==> config.mk <==
export PLATFORM = sky130hd
export DESIGN_NAME = word_banner_sequencer
export DESIGN_NICKNAME = d
export VERILOG_FILES = /design/src/rtl/word_banner_pkg.sv /design/src/rtl/frame_counter.sv /design/src/rtl/word_banner_sequencer.sv
export SDC_FILE = /design/constraint.sdc
export NUM_CORES = 1
export LEC_CHECK = 0
export ABC_AREA = 1
export BUFFER_PORTS_ARGS = -buffer_cell sky130_fd_sc_hd__buf_2
export CAP_MARGIN = 15
export CORE_MARGIN = 2
export CORE_UTILIZATION = 39
export CTS_CLUSTER_SIZE = 28
export DETAILED_ROUTE_END_ITERATION = 16
export GPL_ROUTABILITY_DRIVEN = 0
export PLACE_DENSITY = 0.59
export SYNTH_ARGS = -nofsm -noshare
export SYNTH_HDL_FRONTEND = slang
export SYNTH_SLANG_ARGS = --single-unit
==> constraint.sdc <==
create_clock -name Clk -period 3.9 [get_ports Clk]
set_input_delay 0.195 -clock Clk [delete_from_list [all_inputs] [get_ports Clk]]
set_output_delay 0.195 -clock Clk [all_outputs]
set_load 0.01 [all_outputs]
==> src/rtl/word_banner_pkg.sv <==
// Shared types and constants for the centre-screen banner sequencer.
// Optional build macro: WORD_BANNER_BLINK_EN (blinking result banners).
package word_banner_pkg;

  // Round state; the numeric values are visible on the debug/HUD port.
  typedef enum logic [2:0] {
    ST_IDLE  = 3'd0,
    ST_FIGHT = 3'd1,
    ST_PLAY  = 3'd2,
    ST_WIN   = 3'd3,
    ST_LOSE  = 3'd4
  } state_e;

  // Frame counters are 8 bits wide; all frame limits must fit in 1..255.
  localparam int CNT_W = 8;

  localparam int DEFAULT_FIGHT_FRAMES  = 120;
  localparam int DEFAULT_RESULT_FRAMES = 90;
  localparam int DEFAULT_BLINK_FRAMES  = 30;

  // True for the states that show a result banner.
  function automatic logic is_result_state(input state_e s);
    return (s == ST_WIN) || (s == ST_LOSE);
  endfunction

endpackage

==> src/rtl/frame_counter.sv <==
// 8-bit frame counter: synchronous clear, counts ticks, saturates at limit_i.
// hit_o is high while count_o equals limit_i.
module frame_counter
  import word_banner_pkg::*;
(
  input  logic             clk_i,
  input  logic             rst_ni,
  input  logic             clr_i,
  input  logic             tick_i,
  input  logic [CNT_W-1:0] limit_i,
  output logic [CNT_W-1:0] count_o,
  output logic             hit_o
);

  logic [CNT_W-1:0] count_q;
  logic [CNT_W-1:0] count_d;

  // Clear wins over counting; counting stops once the limit is reached.
  always_comb begin
    count_d = count_q;
    if (clr_i) begin
      count_d = '0;
    end else if (tick_i && (count_q != limit_i)) begin
      count_d = count_q + 8'd1;
    end
  end

  // Counter register.
  always_ff @(posedge clk_i or negedge rst_ni) begin
    if (!rst_ni) begin
      count_q <= '0;
    end else begin
      count_q <= count_d;
    end
  end

  assign count_o = count_q;
  assign hit_o   = (count_q == limit_i);

endmodule

==> src/rtl/word_banner_sequencer.sv <==
// Round banner sequencer: IDLE -> FIGHT -> PLAY -> WIN/LOSE -> IDLE.
// Drives the FIGHT!/VICTORY!/DEFEAT! word overlays (at most one at a time)
// and gates fighter control. All outputs are registered from the next state.
// Optional build macro: WORD_BANNER_BLINK_EN makes result banners blink.
module word_banner_sequencer
  import word_banner_pkg::*;
#(
  parameter int FIGHT_FRAMES  = DEFAULT_FIGHT_FRAMES,
  parameter int RESULT_FRAMES = DEFAULT_RESULT_FRAMES,
  parameter int BLINK_FRAMES  = DEFAULT_BLINK_FRAMES
) (
  input  logic       Clk,
  input  logic       Reset_n,
  input  logic       frame_tick,
  input  logic       round_start,
  input  logic       restart,
  input  logic       player_ko,
  input  logic       npc_ko,
  output logic       fight_active,
  output logic       victory_active,
  output logic       defeat_active,
  output logic       play_enable,
  output logic [2:0] state_o
);

  // Frame limits outside 1..255 cannot be represented by the 8-bit counters.
  if (FIGHT_FRAMES < 1 || FIGHT_FRAMES > 255) begin : g_bad_fight
    $error("FIGHT_FRAMES must be in 1..255");
  end
  if (RESULT_FRAMES < 1 || RESULT_FRAMES > 255) begin : g_bad_result
    $error("RESULT_FRAMES must be in 1..255");
  end
  if (BLINK_FRAMES < 1 || BLINK_FRAMES > 255) begin : g_bad_blink
    $error("BLINK_FRAMES must be in 1..255");
  end

  localparam logic [CNT_W-1:0] FIGHT_LIM  = CNT_W'(FIGHT_FRAMES);
  localparam logic [CNT_W-1:0] RESULT_LIM = CNT_W'(RESULT_FRAMES);

  state_e           state_q;
  state_e           state_d;
  logic [CNT_W-1:0] cnt_count;
  logic             cnt_hit;
  logic             cnt_clr;
  logic [CNT_W-1:0] cnt_limit;
  logic             fight_done;
  logic             banner_vis;

  logic fight_q;
  logic victory_q;
  logic defeat_q;
  logic play_q;

  // The tick that would bring the FIGHT count up to its limit ends FIGHT.
  assign fight_done = frame_tick && (cnt_count == (FIGHT_LIM - 8'd1));

  // Next-state logic; KO inputs only matter in PLAY, a double KO is a defeat.
  always_comb begin
    state_d = state_q;
    case (state_q)
      ST_IDLE:  if (round_start) state_d = ST_FIGHT;
      ST_FIGHT: if (fight_done) state_d = ST_PLAY;
      ST_PLAY: begin
        if (player_ko) begin
          state_d = ST_LOSE;
        end else if (npc_ko) begin
          state_d = ST_WIN;
        end
      end
      ST_WIN, ST_LOSE: if (restart && cnt_hit) state_d = ST_IDLE;
      default: state_d = ST_IDLE;
    endcase
  end

  // State register.
  always_ff @(posedge Clk or negedge Reset_n) begin
    if (!Reset_n) begin
      state_q <= ST_IDLE;
    end else begin
      state_q <= state_d;
    end
  end

  // Counter restarts on every transition so a coincident tick is not
  // carried into the new state; it only runs in FIGHT and the result states.
  always_comb begin
    cnt_clr   = (state_d != state_q) || (state_q == ST_IDLE) || (state_q == ST_PLAY);
    cnt_limit = (state_q == ST_FIGHT) ? FIGHT_LIM : RESULT_LIM;
  end

  frame_counter u_state_cnt (
    .clk_i   (Clk),
    .rst_ni  (Reset_n),
    .clr_i   (cnt_clr),
    .tick_i  (frame_tick),
    .limit_i (cnt_limit),
    .count_o (cnt_count),
    .hit_o   (cnt_hit)
  );

`ifdef WORD_BANNER_BLINK_EN
  localparam logic [CNT_W-1:0] BLINK_LIM = CNT_W'(BLINK_FRAMES);

  logic [CNT_W-1:0] blink_count;
  logic             blink_hit;
  logic             blink_clr;
  logic             blink_wrap;
  logic             result_entry;
  logic             phase_q;
  logic             phase_d;

  // Phase flips every BLINK_FRAMES ticks in a result state; forced visible on entry.
  always_comb begin
    result_entry = is_result_state(state_d) && !is_result_state(state_q);
    blink_wrap   = is_result_state(state_q) && frame_tick &&
                   ((blink_count == (BLINK_LIM - 8'd1)) || blink_hit);
    blink_clr    = !is_result_state(state_q) || (state_d != state_q) || blink_wrap;
    phase_d      = phase_q;
    if (result_entry) begin
      phase_d = 1'b1;
    end else if (blink_wrap) begin
      phase_d = ~phase_q;
    end
    banner_vis = phase_d;
  end

  // Blink phase register.
  always_ff @(posedge Clk or negedge Reset_n) begin
    if (!Reset_n) begin
      phase_q <= 1'b1;
    end else begin
      phase_q <= phase_d;
    end
  end

  frame_counter u_blink_cnt (
    .clk_i   (Clk),
    .rst_ni  (Reset_n),
    .clr_i   (blink_clr),
    .tick_i  (frame_tick),
    .limit_i (BLINK_LIM),
    .count_o (blink_count),
    .hit_o   (blink_hit)
  );
`else
  // Result banners are steady.
  assign banner_vis = 1'b1;
`endif

  // Moore outputs decoded from the next state so they move with the state.
  always_ff @(posedge Clk or negedge Reset_n) begin
    if (!Reset_n) begin
      fight_q   <= 1'b0;
      victory_q <= 1'b0;
      defeat_q  <= 1'b0;
      play_q    <= 1'b0;
    end else begin
      fight_q   <= (state_d == ST_FIGHT);
      victory_q <= (state_d == ST_WIN) && banner_vis;
      defeat_q  <= (state_d == ST_LOSE) && banner_vis;
      play_q    <= (state_d == ST_PLAY);
    end
  end

  assign fight_active   = fight_q;
  assign victory_active = victory_q;
  assign defeat_active  = defeat_q;
  assign play_enable    = play_q;
  assign state_o        = state_q;

endmodule

==> flow_metrics.env, run 1 <==
export IMPL_yosys_register_bits=15
export IMPL_final_antenna_net_count=0
export IMPL_cts_max_level=1
export IMPL_layout_commonest_cell="nand2_1"
export IMPL_maxCapViolations=0
export IMPL_ctsResizeCount=0
export IMPL_yosysTopAreaCell="dfrtp_1"
export IMPL_post_route_drc_count=0
export IMPL_synth_cell_types=18
export IMPL_final_hold_viol_count=0
export IMPL_final_util=0.467
export IMPL_p_clk_frac=0.242
export IMPL_cts_setup_buffers=0
export IMPL_syn_avg_cell_area_um2=7.40
export IMPL_outcome="finished clean"
export IMPL_grt_pass1_wl_um=2870
export IMPL_fin_nets=144
export IMPL_endpoint_kind="flip-flop"
export IMPL_yosysWarningCount=0
export IMPL_min_period_over_period=0.414
export IMPL_antenna_found_initial=0
export IMPL_swShare=0.326
export IMPL_first_pass_iters=3
export IMPL_core_mm2=0.00215
export IMPL_start_kind="flip-flop"
export IMPL_first_iter_violations=8
export IMPL_dp_hpwl_um=1320
export IMPL_cts_buffer_depth=2
export IMPL_criticalPathCategory="flip-flop to flip-flop"
export IMPL_syn_num_nets=125
export IMPL_cts_root_buf="clkbuf_4"
export IMPL_die_w_um=51.1
export IMPL_grtUsageTotal=0.155
export IMPL_skew_ns=0.00481
export IMPL_start_util=0.403
export IMPL_pwr_share_comb=0.240
export IMPL_worst_path_max_fanout=8
export IMPL_route_vias_total=747
export IMPL_via_per_inst=4.58
export IMPL_hold_path_class="input pin to flip-flop"
export IMPL_cp_arrival_ns=1.84
export IMPL_gr_total_overflow=0
export IMPL_setup_viol=0
export IMPL_wl_per_cell_um=10.4
export IMPL_area_delta_synth_final_pct=15.8
export IMPL_drive_gt1_frac=0.281
export IMPL_cts_tree="built"
export IMPL_die_h_um=51.1
export IMPL_portBuffers=13
export IMPL_ys_seq_area_frac=0.434
export IMPL_layout_common_cells="nand2_1, dfrtp_1, inv_1"
export IMPL_power_density_mw_per_mm2=366
export IMPL_die_area_mm2=0.00261
export IMPL_syn_cell_area_um2=866
export IMPL_diodes=0
export IMPL_ys_top_cells_by_area="dfrtp_1, nand2_1, nor2_2"
export IMPL_num_rows=17
export IMPL_layout_min_cycle_time_ns=1.61
export IMPL_maxSlewHeadroom=0.779
export IMPL_grt_setup_unrepaired="false"
export IMPL_clock_fmax_ghz=0.620
export IMPL_required_ns=4.12
export IMPL_power_switching_uw=120
export IMPL_tightestPinTransition_ns=0.332
export IMPL_p_leak_uw=0.000522
export IMPL_slew_viol_final=0
export IMPL_synth_top_cell_area_share=0.434
export IMPL_drt_total_wl_um=1690
export IMPL_seq_power_share=0.518
export IMPL_io_pins=14
export IMPL_syn_inst=117
export IMPL_grt_pass1_vias=680
export IMPL_clkSlewWorstSetupHoldPaths_ns=0.09
export IMPL_clock_sinks=15
export IMPL_tns_ns=0
export IMPL_cts_buffers=3
export IMPL_ir_drop_uv=204
export IMPL_p_int_uw=247
export IMPL_grt_start_max_net_pins=16
export IMPL_insertion_delay_ns=0.29
-- Yosys cell counts (all sizes together) --
| cell type | number |
|---|---|
| nand2 | 36 |
| nor2 | 23 |
| inv | 20 |
| dfrtp | 15 |
| nand3 | 11 |
| xor2 | 3 |
| a21oi | 2 |
| nand4 | 2 |
| nor3 | 2 |
| o21ai | 2 |
| ha | 1 |
-- registers in the layout, indices dropped and copies added, names as in the netlist --
name,count
defeat_active,1
victory_active,1
fight_active,1
u_state_cnt.count_o,8
state_o,3
play_enable,1
-- path summary, 6_finish.rpt --
check / start / to / slack [ns] / cells after the start
worst max-delay path: u_state_cnt.count_o[0]$_DFFE_PN0P_ / u_state_cnt.count_o[3]$_DFFE_PN0P_ / 2.29 / 11
worst min-delay path: player_ko / state_o[2]$_DFF_PN0_ / 0.14 / 3
min in group asynchronous: Reset_n / u_state_cnt.count_o[7]$_DFFE_PN0P_ / 0.33 / 2
worst min register to register: u_state_cnt.count_o[6]$_DFFE_PN0P_ / u_state_cnt.count_o[6]$_DFFE_PN0P_ / 0.58 / 3
max in group asynchronous: Reset_n / state_o[0]$_DFF_PN0_ / 3.32 / 2
worst max register to register: u_state_cnt.count_o[0]$_DFFE_PN0P_ / u_state_cnt.count_o[3]$_DFFE_PN0P_ / 2.29 / 11
-- power groups by stage --
stage | sequential [uW] | clock [uW] | combinational, uW
after global placement | 192 | 0 | 86.5
after CTS | 190 | 94.2 | 89.8
after detailed placement | 192 | 0 | 88.2
after global routing | 192 | 99.7 | 103
after floorplan | 189 | 0 | 67.6
final | 190 | 88.7 | 87.9
-- cell type report --
class | count | area (um2)
fillers | 230 | 1150
multi-input cells | 82 | 415
flip-flops and latches | 15 | 375
repair buffers | 14 | 75.1
inverters | 20 | 75.1
well taps | 28 | 35.0
clock buffers | 4 | 26.3
-- cells by family (layout without fill, tap and decap cells) --
logic type / after synthesis / after routing / synth area share
and+or+nand+nor: 74 / 74 / 0.412
buffers and inverters: 20 / 38 / 0.0867
DFF: 15 / 15 / 0.434
AOI/OAI and AO/OA: 4 / 4 / 0.0231
xor gates and xnor gates: 3 / 3 / 0.0304
adders and majority gates: 1 / 1 / 0.0144
-- through the flow --
stage | hold WS [ns] | setup slack (ns) | area (um2) | power, uW | cells
3_3_place_gp | 0.115 | 2.32 | 966 | 279 | 158
5_1_grt | 0.148 | 2.13 | 1000 | 394 | 163
2_1_floorplan | -0.101 | 2.47 | 866 | 256 | 117
4_1_cts | 0.131 | 2.28 | 1000 | 374 | 163
3_5_place_dp | 0.116 | 2.32 | 966 | 281 | 158
6_report | 0.141 | 2.29 | 1000 | 367 | 163
-- timing repair --
action	in CTS	in global routing
hold endpoints to repair	15	0
endpoints found under the setup margin	0	0
hold buffers	1	0
-- worst max-delay path, stage by stage, from the launching register on --
cell and delay [ns]:
dfrtp_1 0.43, ha_1 0.19, nand2_1 0.06, nor2_1 0.14, nand3_1 0.13, nand2_1 0.08
inv_1 0.05, nand3_2 0.07, nand2_1 0.08, nor2_4 0.10, nand2_4 0.11, nor2_2 0.09
-- routing by layer --
layer / share of wire / vias to the layer above / track usage
li1: - / 394 / -
met1: 0.49 / 335 / 0.198
met2: 0.45 / 12 / 0.221
met3: 0.034 / 6 / 0.0351
met4: 0.032 / 0 / 0.126
met5: 0 / - / 0
(Power assumes the default switching activity.)
==> run 2, diff against run 1 <==
--- a/config.mk
+++ b/config.mk
@@ -13,7 +13,7 @@
 export CTS_CLUSTER_SIZE = 28
 export DETAILED_ROUTE_END_ITERATION = 16
 export GPL_ROUTABILITY_DRIVEN = 0
-export PLACE_DENSITY = 0.59
+export PLACE_DENSITY = 0.61
 export SYNTH_ARGS = -nofsm -noshare
 export SYNTH_HDL_FRONTEND = slang
 export SYNTH_SLANG_ARGS = --single-unit
==> constraint.sdc (replaced) <==
create_clock -name Clk -period 1.3 [get_ports Clk]
set_input_delay 0.065 -clock Clk [delete_from_list [all_inputs] [get_ports Clk]]
set_output_delay 0.065 -clock Clk [all_outputs]
set_load 0.01 [all_outputs]
==> run 2 against run 1 <==
- the run now ends with negative setup slack left
- critical path depth is 2 lower
- global-route usage rose by 3.8 points
- die area stayed put
- critical path type unchanged
==> flow_metrics.env, run 2 (synthesis results as in run 1) <==
export IMPL_grt_setup_unrepaired="true"
export IMPL_final_hold_viol_count=0
export IMPL_maxCapViolations=0
export IMPL_core_mm2=0.00215
export IMPL_slowest_stage="dfrtp_1"
export IMPL_io_pins=14
export IMPL_largest_reg_flops=8
export IMPL_worst_path_max_fanout=8
export IMPL_grt_pass1_wl_um=3690
export IMPL_layout_commonest_cell="buf_4"
export IMPL_maxSlewHeadroom=0.762
export IMPL_grt_pass1_vias=897
export IMPL_path_delay_family="simple AND/OR/NAND/NOR gates"
export IMPL_rr_worst_depth=9
export IMPL_min_period_over_period=1.18
export IMPL_layout_min_cycle_time_ns=1.54
export IMPL_cts_buffers=3
export IMPL_gr_total_overflow=0
export IMPL_antenna_found_initial=0
export IMPL_portBuffers=13
export IMPL_num_rows=17
export IMPL_hold_path_class="input pin to flip-flop"
export IMPL_insertion_delay_ns=0.28
export IMPL_outcome="finished with violations"
export IMPL_drive_gt1_frac=0.565
export IMPL_layout_common_cells="buf_4, nand2_1, dfrtp_1"
export IMPL_violations="negative setup slack"
export IMPL_p_leak_uw=0.000703
export IMPL_grtUsageTotal=0.193
export IMPL_slew_viol_final=0
export IMPL_dp_hpwl_um=1520
export IMPL_criticalPathCategory="flip-flop to flip-flop"
export IMPL_top_layer_used="met4"
export IMPL_cp_depth=9
export IMPL_place_inst=184
export IMPL_die_h_um=51.1
export IMPL_endpoint_kind="flip-flop"
export IMPL_final_util=0.641
export IMPL_holdPathStages=3
export IMPL_ir_drop_uv=558
export IMPL_skew_ns=0.00296
export IMPL_setup_viol=12
export IMPL_cts_buffer_depth=2
export IMPL_path_buf_inv=1
export IMPL_start_util=0.403
export IMPL_drt_total_wl_um=2170
export IMPL_cts_max_level=1
export IMPL_tightestPinTransition_ns=0.357
export IMPL_area_delta_synth_final_pct=59.0
export IMPL_diodes=0
export IMPL_wl_per_cell_um=11.1
export IMPL_power_density_mw_per_mm2=946
export IMPL_tns_ns=-2.26
export IMPL_cpPeakStageDelay_ns=0.41
export IMPL_route_vias_total=871
export IMPL_die_area_mm2=0.00261
export IMPL_fin_nets=177
export IMPL_clock_sinks=15
export IMPL_via_per_inst=4.44
export IMPL_post_route_drc_count=0
export IMPL_stdcell_count=196
export IMPL_fin_ws_ns=-0.236
export IMPL_cp_common_cell="nor2_2"
export IMPL_drt_met1_wl_um=906
export IMPL_die_w_um=51.1
export IMPL_first_pass_iters=3
export IMPL_cp_arrival_ns=1.72
export IMPL_cts_root_buf="clkbuf_4"
export IMPL_dr_wl_met2_um=1160
export IMPL_clkSlewWorstSetupHoldPaths_ns=0.09
export IMPL_first_iter_violations=11
export IMPL_met3_length_um=60
export IMPL_final_antenna_net_count=0
export IMPL_crit_chain="nor2_1 > nand2_1 > nor2_2 > nand3_4 > buf_4 > a21oi_4 > nor2_4 > nand2_8 > nor2_2"
export IMPL_cts_tree="built"
export IMPL_required_ns=1.48
export IMPL_grt_start_max_net_pins=16
export IMPL_clock_fmax_ghz=0.651
export IMPL_start_kind="flip-flop"
[run 2: final cells by class]
class	count	area, um2
fillers	187	772
multi-input cells	82	534
flip-flops and latches	15	375
repair buffers	47	330
inverters	20	75.1
well taps	28	35.0
clock buffers	4	26.3
[run 2: worst paths after layout]
check | from | end | slack, ns
worst max-delay path | u_state_cnt.count_o[0]$_DFFE_PN0P_ | u_state_cnt.count_o[4]$_DFFE_PN0P_ | -0.24
worst min-delay path | player_ko | state_o[2]$_DFF_PN0_ | 0.01
worst max register to register | u_state_cnt.count_o[0]$_DFFE_PN0P_ | u_state_cnt.count_o[4]$_DFFE_PN0P_ | -0.24
worst min register to register | u_state_cnt.count_o[6]$_DFFE_PN0P_ | u_state_cnt.count_o[6]$_DFFE_PN0P_ | 0.64
max in group asynchronous | Reset_n | u_state_cnt.count_o[5]$_DFFE_PN0P_ | 0.82
min in group asynchronous | Reset_n | u_state_cnt.count_o[3]$_DFFE_PN0P_ | 0.22
[run 2: layer usage]
| metal | vias up | GRT usage |
|---|---|---|
| met5 | - | 0 |
| met4 | 0 | 0.0901 |
| met3 | 4 | 0.0409 |
| met2 | 13 | 0.346 |
| met1 | 396 | 0.214 |
| li1 | 458 | - |
[run 2: per-stage QoR]
step	instance area, um2	power (uW)	setup slack, ns	hold WS (ns)
CTS	1290	1290	-0.196	0.00362
detailed placement	1160	932	-0.250	-0.00189
floorplan	868	770	-0.111	-0.231
global placement	1160	928	-0.219	-0.00992
finish	1380	1300	-0.236	0.0119
global route	1380	1400	-0.336	0.0424
[run 2: worst register-to-register path, stage by stage (launching register included)]
cell     delay [ns]
dfrtp_1        0.41
nor2_1         0.11
nand2_1        0.07
nor2_2         0.20
nand3_4        0.12
buf_4          0.16
a21oi_4        0.14
nor2_4         0.06
nand2_8        0.12
nor2_2         0.04
[run 2: timing repair]
action                                 in CTS  in global routing
pin swaps                                   7                  8
setup buffers                               4                  3
endpoints found under the hold margin      15                  0
hold buffers                                1                  0
gates resized for setup                    16                 17
setup endpoints to repair                  12                 14
[run 2: power breakdown]
group	total, uW	internal [uW]	switching, uW
combinational	475	234	241
sequential	551	516	35.2
clock	275	119	156
